File: config.mk
export PLATFORM = sky130hd
export DESIGN_NAME = tcp_header_tx
export DESIGN_NICKNAME = d
export VERILOG_FILES = /design/src/rtl/tcp_header_tx.sv
export SDC_FILE = /design/constraint.sdc
export NUM_CORES = 1
export LEC_CHECK = 0
export CAP_MARGIN = 30
export CORE_AREA = 3 3 174 176
export DETAILED_ROUTE_END_ITERATION = 10
export DIE_AREA = 0 0 177 179
export PLACE_DENSITY = 0.73
export REMOVE_ABC_BUFFERS = 1
export SKIP_LAST_GASP = 1
export SYNTH_ARGS = -nofsm -noshare
export SYNTH_HDL_FRONTEND = slang
export SYNTH_SLANG_ARGS = --single-unit
File: constraint.sdc
create_clock -name clk -period 4.5 [get_ports clk]
set_input_delay 0.675 -clock clk [delete_from_list [all_inputs] [get_ports clk]]
set_output_delay 0.675 -clock clk [all_outputs]
set_load 0.02 [all_outputs]
File: src/rtl/tcp_header_tx.sv
// TCP header serialiser: latches fields on start, sums pseudo-header + header + payload sum, streams big-endian beats.
// Latency 17 cycles start-to-first-beat (19 with the MSS option); m_data/m_last hold while m_valid && !m_ready.
// Optional MSS option (02 04 mss) on SYN segments when TCP_MSS_OPT_EN is defined.
module tcp_header_tx #(
    parameter int          DATA_BYTES = 1,
    parameter logic [15:0] URG_PTR    = 16'h0000
) (
    input  logic                    clk,
    input  logic                    rst,
    input  logic                    start,
    output logic                    busy,
    input  logic [31:0]             ip_sa,
    input  logic [31:0]             ip_da,
    input  logic [15:0]             payload_len,
    input  logic [15:0]             payload_sum,
    input  logic [15:0]             src_port,
    input  logic [15:0]             dst_port,
    input  logic [31:0]             seq_num,
    input  logic [31:0]             ack_num,
    input  logic [7:0]              flags,
    input  logic [15:0]             window,
    input  logic [15:0]             mss,
    output logic [8*DATA_BYTES-1:0] m_data,
    output logic                    m_valid,
    input  logic                    m_ready,
    output logic                    m_last
);

    generate
        if (DATA_BYTES != 1 && DATA_BYTES != 2 && DATA_BYTES != 4) begin : g_bad_width
            $error("tcp_header_tx: DATA_BYTES must be 1, 2 or 4");
        end
    endgenerate

    typedef enum logic [1:0] {IDLE, SUM, EMIT} state_t;

    localparam logic [4:0] DB5 = 5'(DATA_BYTES);

    state_t      state, state_nxt;
    logic [31:0] sa_q, da_q, seq_q, ack_q;
    logic [15:0] plen_q, psum_q, sp_q, dp_q, win_q, mss_q;
    logic [7:0]  flags_q;
    logic [4:0]  word_idx, byte_ptr;
    logic [15:0] csum;
    logic        opt;

    logic [4:0]  hdr_len, n_words;
    logic [3:0]  doff;
    logic [15:0] tcp_len, word;
    logic [16:0] sum_w;
    logic        last_beat;
    logic [7:0]  hdr_b [24];

    assign busy      = (state != IDLE);
    assign hdr_len   = opt ? 5'd24 : 5'd20;
    assign doff      = opt ? 4'd6 : 4'd5;
    assign n_words   = opt ? 5'd18 : 5'd16;
    assign tcp_len   = {11'b0, hdr_len} + plen_q;
    assign last_beat = (byte_ptr + DB5 == hdr_len);
    assign m_valid   = (state == EMIT);
    assign m_last    = (state == EMIT) && last_beat;

    // Folding the carry every cycle keeps the stored sum below 0x10000, so one fold always suffices.
    assign sum_w = {1'b0, csum} + {1'b0, word};

    always_comb begin
        word = 16'h0000;
        case (word_idx)
            5'd0:  word = sa_q[31:16];
            5'd1:  word = sa_q[15:0];
            5'd2:  word = da_q[31:16];
            5'd3:  word = da_q[15:0];
            5'd4:  word = 16'h0006;
            5'd5:  word = tcp_len;
            5'd6:  word = sp_q;
            5'd7:  word = dp_q;
            5'd8:  word = seq_q[31:16];
            5'd9:  word = seq_q[15:0];
            5'd10: word = ack_q[31:16];
            5'd11: word = ack_q[15:0];
            5'd12: word = {doff, 4'b0, flags_q};
            5'd13: word = win_q;
            5'd14: word = URG_PTR;
            5'd15: word = psum_q;
            5'd16: word = 16'h0204;
            5'd17: word = mss_q;
            default: word = 16'h0000;
        endcase
    end

    always_comb begin
        hdr_b[0]  = sp_q[15:8];   hdr_b[1]  = sp_q[7:0];
        hdr_b[2]  = dp_q[15:8];   hdr_b[3]  = dp_q[7:0];
        hdr_b[4]  = seq_q[31:24]; hdr_b[5]  = seq_q[23:16];
        hdr_b[6]  = seq_q[15:8];  hdr_b[7]  = seq_q[7:0];
        hdr_b[8]  = ack_q[31:24]; hdr_b[9]  = ack_q[23:16];
        hdr_b[10] = ack_q[15:8];  hdr_b[11] = ack_q[7:0];
        hdr_b[12] = {doff, 4'b0}; hdr_b[13] = flags_q;
        hdr_b[14] = win_q[15:8];  hdr_b[15] = win_q[7:0];
        hdr_b[16] = ~csum[15:8];  hdr_b[17] = ~csum[7:0];
        hdr_b[18] = URG_PTR[15:8]; hdr_b[19] = URG_PTR[7:0];
        hdr_b[20] = 8'h02;        hdr_b[21] = 8'h04;
        hdr_b[22] = mss_q[15:8];  hdr_b[23] = mss_q[7:0];
    end

    always_comb begin
        m_data = '0;
        if (state == EMIT) begin
            for (int i = 0; i < DATA_BYTES; i++) begin
                m_data[8*(DATA_BYTES-1-i) +: 8] = hdr_b[byte_ptr + 5'(i)];
            end
        end
    end

    always_comb begin
        state_nxt = state;
        case (state)
            IDLE: if (start) state_nxt = SUM;
            SUM:  if (word_idx == n_words - 5'd1) state_nxt = EMIT;
            EMIT: if (m_ready && last_beat) state_nxt = IDLE;
            default: state_nxt = IDLE;
        endcase
    end

    always_ff @(posedge clk) begin
        if (rst) begin
            state    <= IDLE;
            csum     <= 16'h0000;
            word_idx <= 5'd0;
            byte_ptr <= 5'd0;
            sa_q     <= '0; da_q  <= '0; seq_q <= '0; ack_q   <= '0;
            plen_q   <= '0; psum_q <= '0; sp_q <= '0; dp_q    <= '0;
            win_q    <= '0; mss_q <= '0; flags_q <= '0;
        end else begin
            state <= state_nxt;
            case (state)
                IDLE: if (start) begin
                    sa_q    <= ip_sa;       da_q   <= ip_da;
                    seq_q   <= seq_num;     ack_q  <= ack_num;
                    plen_q  <= payload_len; psum_q <= payload_sum;
                    sp_q    <= src_port;    dp_q   <= dst_port;
                    win_q   <= window;      mss_q  <= mss;
                    flags_q <= flags;
                    csum     <= 16'h0000;
                    word_idx <= 5'd0;
                    byte_ptr <= 5'd0;
                end
                SUM: begin
                    csum     <= sum_w[15:0] + {15'b0, sum_w[16]};
                    word_idx <= word_idx + 5'd1;
                end
                EMIT: if (m_ready) byte_ptr <= byte_ptr + DB5;
                default: ;
            endcase
        end
    end

`ifdef TCP_MSS_OPT_EN
    logic opt_q;
    always_ff @(posedge clk) begin
        if (rst)                        opt_q <= 1'b0;
        else if (state == IDLE && start) opt_q <= flags[1];
    end
    assign opt = opt_q;
`else
    assign opt = 1'b0;
`endif

endmodule

# Word-level counts from Yosys, hierarchy flattened
# Index checks and enable logic that the tools add are counted.
dict set report word_totals {
  input_bits 236
  reg_bits 260
  elab_cells 73
  out_inout_bits 11
}
dict set report classes {
  n_eq_ne 23
  n_addsub 5
  bitwise_logic 3
  muxes 15
  magnitude_cmp 1
  reduce_logical 11
}
# cell n
set ops {}
lappend ops {{16-bit case mux with 17 select lines} 1}
lappend ops {{8-bit binary-select mux with 5-bit select} 1}
lappend ops {{5-bit by 4-bit equality test with 1-bit output (second input constant)} 7}
lappend ops {{16-bit case mux with 2 select lines} 1}
lappend ops {{8-bit two-way mux} 3}
lappend ops {{5-bit by 3-bit equality test with 1-bit output (second input constant)} 4}
lappend ops {{5-bit case mux with 2 select lines} 2}
lappend ops {{16-bit by 16-bit adder with 17-bit output} 1}
lappend ops {{16-bit by 1-bit adder with 16-bit output} 1}
lappend ops {{5-bit by 16-bit adder with 16-bit output (first input constant)} 1}
lappend ops {{16-bit two-way mux} 1}
lappend ops {{8-bit inverter} 2}
lappend ops {{5-bit equality test (second input constant)} 3}
lappend ops {{5-bit by 1-bit adder with 5-bit output (second input constant)} 2}
lappend ops {{5-bit by 2-bit equality test with 1-bit output (second input constant)} 2}
lappend ops {{5-bit two-way mux} 2}
lappend ops {{6-bit greater-or-equal comparator (second input constant)} 1}
lappend ops {{2-bit two-way mux} 3}
lappend ops {{5-bit inverter with 6-bit output} 1}
lappend ops {{2-bit case mux with 3 select lines} 1}
lappend ops {{3-bit AND reduction} 2}
lappend ops {{2-bit nonzero test} 3}
lappend ops {{5-bit by 1-bit equality test with 1-bit output (second input constant)} 1}
lappend ops {{5-bit logical NOT} 1}
lappend ops {{other kinds (7)} 11}

# Depth between registers and ports, before layout
dict set report depth {
  word_depth 5
  depth_mapped 28
  mapped_depth_nobuf 26
}

# Worst setup path after synthesis
# No wires, ideal clock.
dict set report synth_path {
  path_type {reg2reg}
  from {register word_idx[0]}
  to {register csum[13]}
  stages_incl_launch_ff 28
  slack_ns -0.496
  required_ns 4.383
  period_less_slack_ns 4.996
  arrival_time_ns 4.880
  n_path_buf 3
  setup_time_ns 0.117
  path_cell_list {dfxtp_1 > ha_1 > and3_1 > ha_1 > clkbuf_1 > clkbuf_1 > a22oi_1 > nand2_1 > a311oi_1 > nand3_1 > fa_1 > a21o_1 > a221o_1 > o22a_1 > a21oi_1 > nor2b_1 > o21ai_0 > a21boi_0 > o21ai_0 > nand2b_1 > ha_1 > nand3_1 > nor3_1 > or3b_1 > buf_2 > nor3_1 > xor2_1 > a22o_1}
}
dict set report synth_between {
  elab_chain_cells 5
  elab_cells_between_ends 21
  cone_classes {add/sub (2); eq/ne (16); mux (2); reduce/logical (1)}
}
# item line
set synth_lines {}
lappend synth_lines {{start: declaration} 43} ;# logic [4:0] word_idx, byte_ptr;
lappend synth_lines {{start signal: assignment} 150} ;# word_idx <= word_idx + 5'd1;
lappend synth_lines {{5-bit equality test, or another cell as far along} 68} ;# case (word_idx)
lappend synth_lines {{16-bit case mux with 17 select lines (*)} 68}
lappend synth_lines {{16-bit by 16-bit adder with 17-bit output (*)} 64} ;# assign sum_w = {1'b0, csum} + {1'b0, word};
lappend synth_lines {{16-bit by 1-bit adder with 16-bit output (*)} 149} ;# csum <= sum_w[15:0] + {15'b0, sum_w[16]};
lappend synth_lines {{16-bit case mux with 2 select lines (*)} 136} ;# case (state)
lappend synth_lines {{end signal: assignment} 149}
lappend synth_lines {{end: declaration} 44} ;# logic [15:0] csum;
# Mark *: on every way between the ends. The rest lies on a longest branch, timed or not.
# A chain may end at the register's enable or synchronous reset.

# Worst setup path after layout
dict set report layout_path {
  from {register word_idx[1]}
  to {register csum[11]}
}
# Same word-level chain as after synthesis.

==> results.txt <==
Placeable Area: 28800 um^2
grt ovf: 0
sequential area share after synthesis: 40.1%
crit-path max FO: 6
status: finished, violations left
CTS Sinks: 260
Final Setup Violations: 11
largest net degree at the start of global routing: 121
WL final: 47500 um
Register Area: 5220 um^2
Synth Instances: 1655
sw frac: 26.5%
Leakage: 0.00684 uW
antenna violations before repair: 0
# hold bufs at CTS: 0
most common cell in the netlist: nand2_1
unrepaired setup endpoints after global routing: yes
worst hold-check path type: flop to flop
Vias per Instance: 5.82
pwr dens: 315 nW/um^2
minimum clock period: 4.76 ns
HPWL after detailed placement: 34800 um
setup tns final: -1.92 ns
CTS tree: yes
GRT Util Overall: 28.8%
CTS buffer count: 27
drt pass-1 iters: 7
Layout Skew: 0.0250 ns
Setup crit end kind: flop
Clock Path Buffers: 3
htree depth: 1
area growth from synthesis to layout: 39.0%
Worst-path clk slew: 0.07 ns
die area: 31700 um^2
post-layout utilization of the core: 62.7%
f_max: 210 MHz
number of nets with antenna violations after routing: 0
post-route cell area: 18100 um^2
top_reg_cell synth: dfxtp_1
Multi-input gate area: 7550 um^2
share of layout cells above drive strength 1: 16.0%
Mapped Area: 13000 um^2
Starting DRT DRC Count: 1415
Die H: 179 um
share of the synthesized area in the top cell type: 40.1%
initial core utilization: 45.1%
PortBufs: 246
Fillers: 2482
worst-skew pair later-pin latency: 0.57 ns
WL per Instance: 20.1 um
vias in the first global route: 13185
Final period util: 106%
type of origin of the critical path: flop
Critical Path RT: 4.97 ns
Reg power frac: 44.9%
Via Count: 13765
distinct cell type count after synthesis: 60
Final WS setup: -0.260 ns
root buffer cell: clkbuf_16
Syn Area/Cell: 7.85 um^2
Die Wd: 177 um
Cell Area, Placed: 16600 um^2
VDD IR max: 0.000301 V
first-pass GRT wire length: 71700 um
switching pwr: 1510 uW
slew at the pin closest to its max-slew limit: 0.954 ns
final hold viol count: 0
Final Slew Violations: 0
top cells by area, synth: dfxtp_1, nand2_1, a21oi_1
type of the worst setup path: flop to flop
worst hold slack: 0.458 ns
drt drc: 0
IO Pins: 247
synth cell count leaders: nand2_1, a21oi_1, dfxtp_1
ys async rst share: 0%
Synth area leader: dfxtp_1
share of total power in combinational logic: 15.1%
warnings from Yosys: 0
failing checks: setup timing
max_cap viols: 0
CP arrival: 5.23 ns
power share of the clock group: 40.0%
Post-synth EDFFs: 0
Std-Cell Rows: 62
Rel. slew slack: 36.4%
Int Power: 4170 uW
register bit total from synthesis: 260
gpl congestion: 1.02
fin nets: 2226
==> layout make-up <==
cell class | instances | share of cell area (%)
multi-input combinational | 1248 | 41.8
antenna | 1 | 0.0139
timing repair buffer | 410 | 21.3
inverter | 16 | 0.360
clock buffer | 38 | 4.42
tap | 384 | 2.66
sequential | 260 | 28.9
clock inverter | 9 | 0.548
==> layout by cell type (no fill, tap or decap), types with 5 or more instances in the layout <==
cell type          n
xnor2_1           16
buf_6              8
a22o_1            21
a211oi_1           7
and4_1             5
ha_1              18
clkdlybuf4s50_1  245
nor2_1            46
a21o_1             7
inv_1             13
nor3_1             8
nand4_1            9
clkbuf_16         27
a221oi_1           8
dfxtp_1          255
a222oi_1          17
mux2i_1           10
xor2_1            14
and3_4             5
o2111ai_1          6
nor2b_1            5
ha_4               7
o22ai_1            7
nand3_1           19
clkbuf_8           8
mux2_2            14
a21oi_1          269
nand2_1          510
a22oi_1           60
o21ai_0           21
buf_12             8
and3_1            13
buf_4            148
nand2b_1           5
mux4_2            32
a31oi_1            6
==> critical path, stage by stage, from the launching register on <==
cell and delay [ns]:
dfxtp_4 0.37, inv_4 0.08, ha_4 0.17, nand2_4 0.07, buf_6 0.14, nor3_4 0.36, a22oi_1 0.12, and3_1 0.20
nand4_1 0.13, ha_2 0.22, fa_2 0.20, a21o_1 0.15, a221o_1 0.20, o22a_1 0.21, a21oi_2 0.07, nor2b_1 0.11
o21ai_1 0.06, a21boi_1 0.12, o21ai_1 0.07, nand2b_1 0.13, ha_4 0.18, nand3_4 0.07, nor3_2 0.14, or3b_4 0.46
or4_1 0.49, a31oi_1 0.15
==> stage by stage <==
| step | setup slack, ns | power (uW) | instances |
|---|---|---|---|
| floorplan | -1.02 | 2940 | 1524 |
| global placement | -0.609 | 3370 | 2285 |
| detailed placement | -0.779 | 3390 | 2286 |
| CTS | -0.107 | 5660 | 2357 |
| global route | -0.418 | 5860 | 2365 |
| finish | -0.260 | 5680 | 2366 |
==> sequential cells by signal, summed over array words and instances (netlist names) <==
name	flops
ack_q	32
byte_ptr	5
csum	16
da_q	32
dp_q	16
flags_q	8
mss_q	16
plen_q	16
psum_q	16
sa_q	32
seq_q	32
sp_q	16
state	2
win_q	16
word_idx	5
==> power by group through the flow <==
stage          clock network, uW  logic, uW  registers (uW)
5_1_grt                     2360        936            2560
3_5_place_dp                   0        792            2590
4_1_cts                     2280        829            2540
6_report                    2270        857            2550
2_1_floorplan                  0        400            2540
3_3_place_gp                   0        780            2590
==> metal layers <==
metal	GRT usage (%)	up-vias	share of wire (%)
met4	12.0	0	4.9
met3	6.97	171	10
li1	-	6437	-
met2	45.1	765	45
met5	0	-	0
met1	38.1	6392	40
==> repair_timing <==
action,in CTS,in global routing
pin swaps,36,27
gates resized for setup,58,29
endpoints found under the setup margin,15,14
setup buffers,25,8
==> worst paths after layout <==
path                     from  endpoint  slack (ns)  depth (start not counted)
setup / recovery  word_idx[1]  csum[11]       -0.26                         25
hold / removal       da_q[12]  da_q[12]        0.46                          2
hold reg to reg      da_q[12]  da_q[12]        0.46                          2
setup reg to reg  word_idx[1]  csum[11]       -0.26                         25
==> logic make-up after synthesis <==
logic type      after synthesis  synth area share [%]
compound gates              465                  21.9
xor+xnor                     34                  2.35
fa+ha+maj                    27                  2.66
buf+inv                     147                  4.29
flops                       260                  40.1
mux                          56                  7.53
simple gates                666                  21.2
Power figures use the tool's default switching activity.
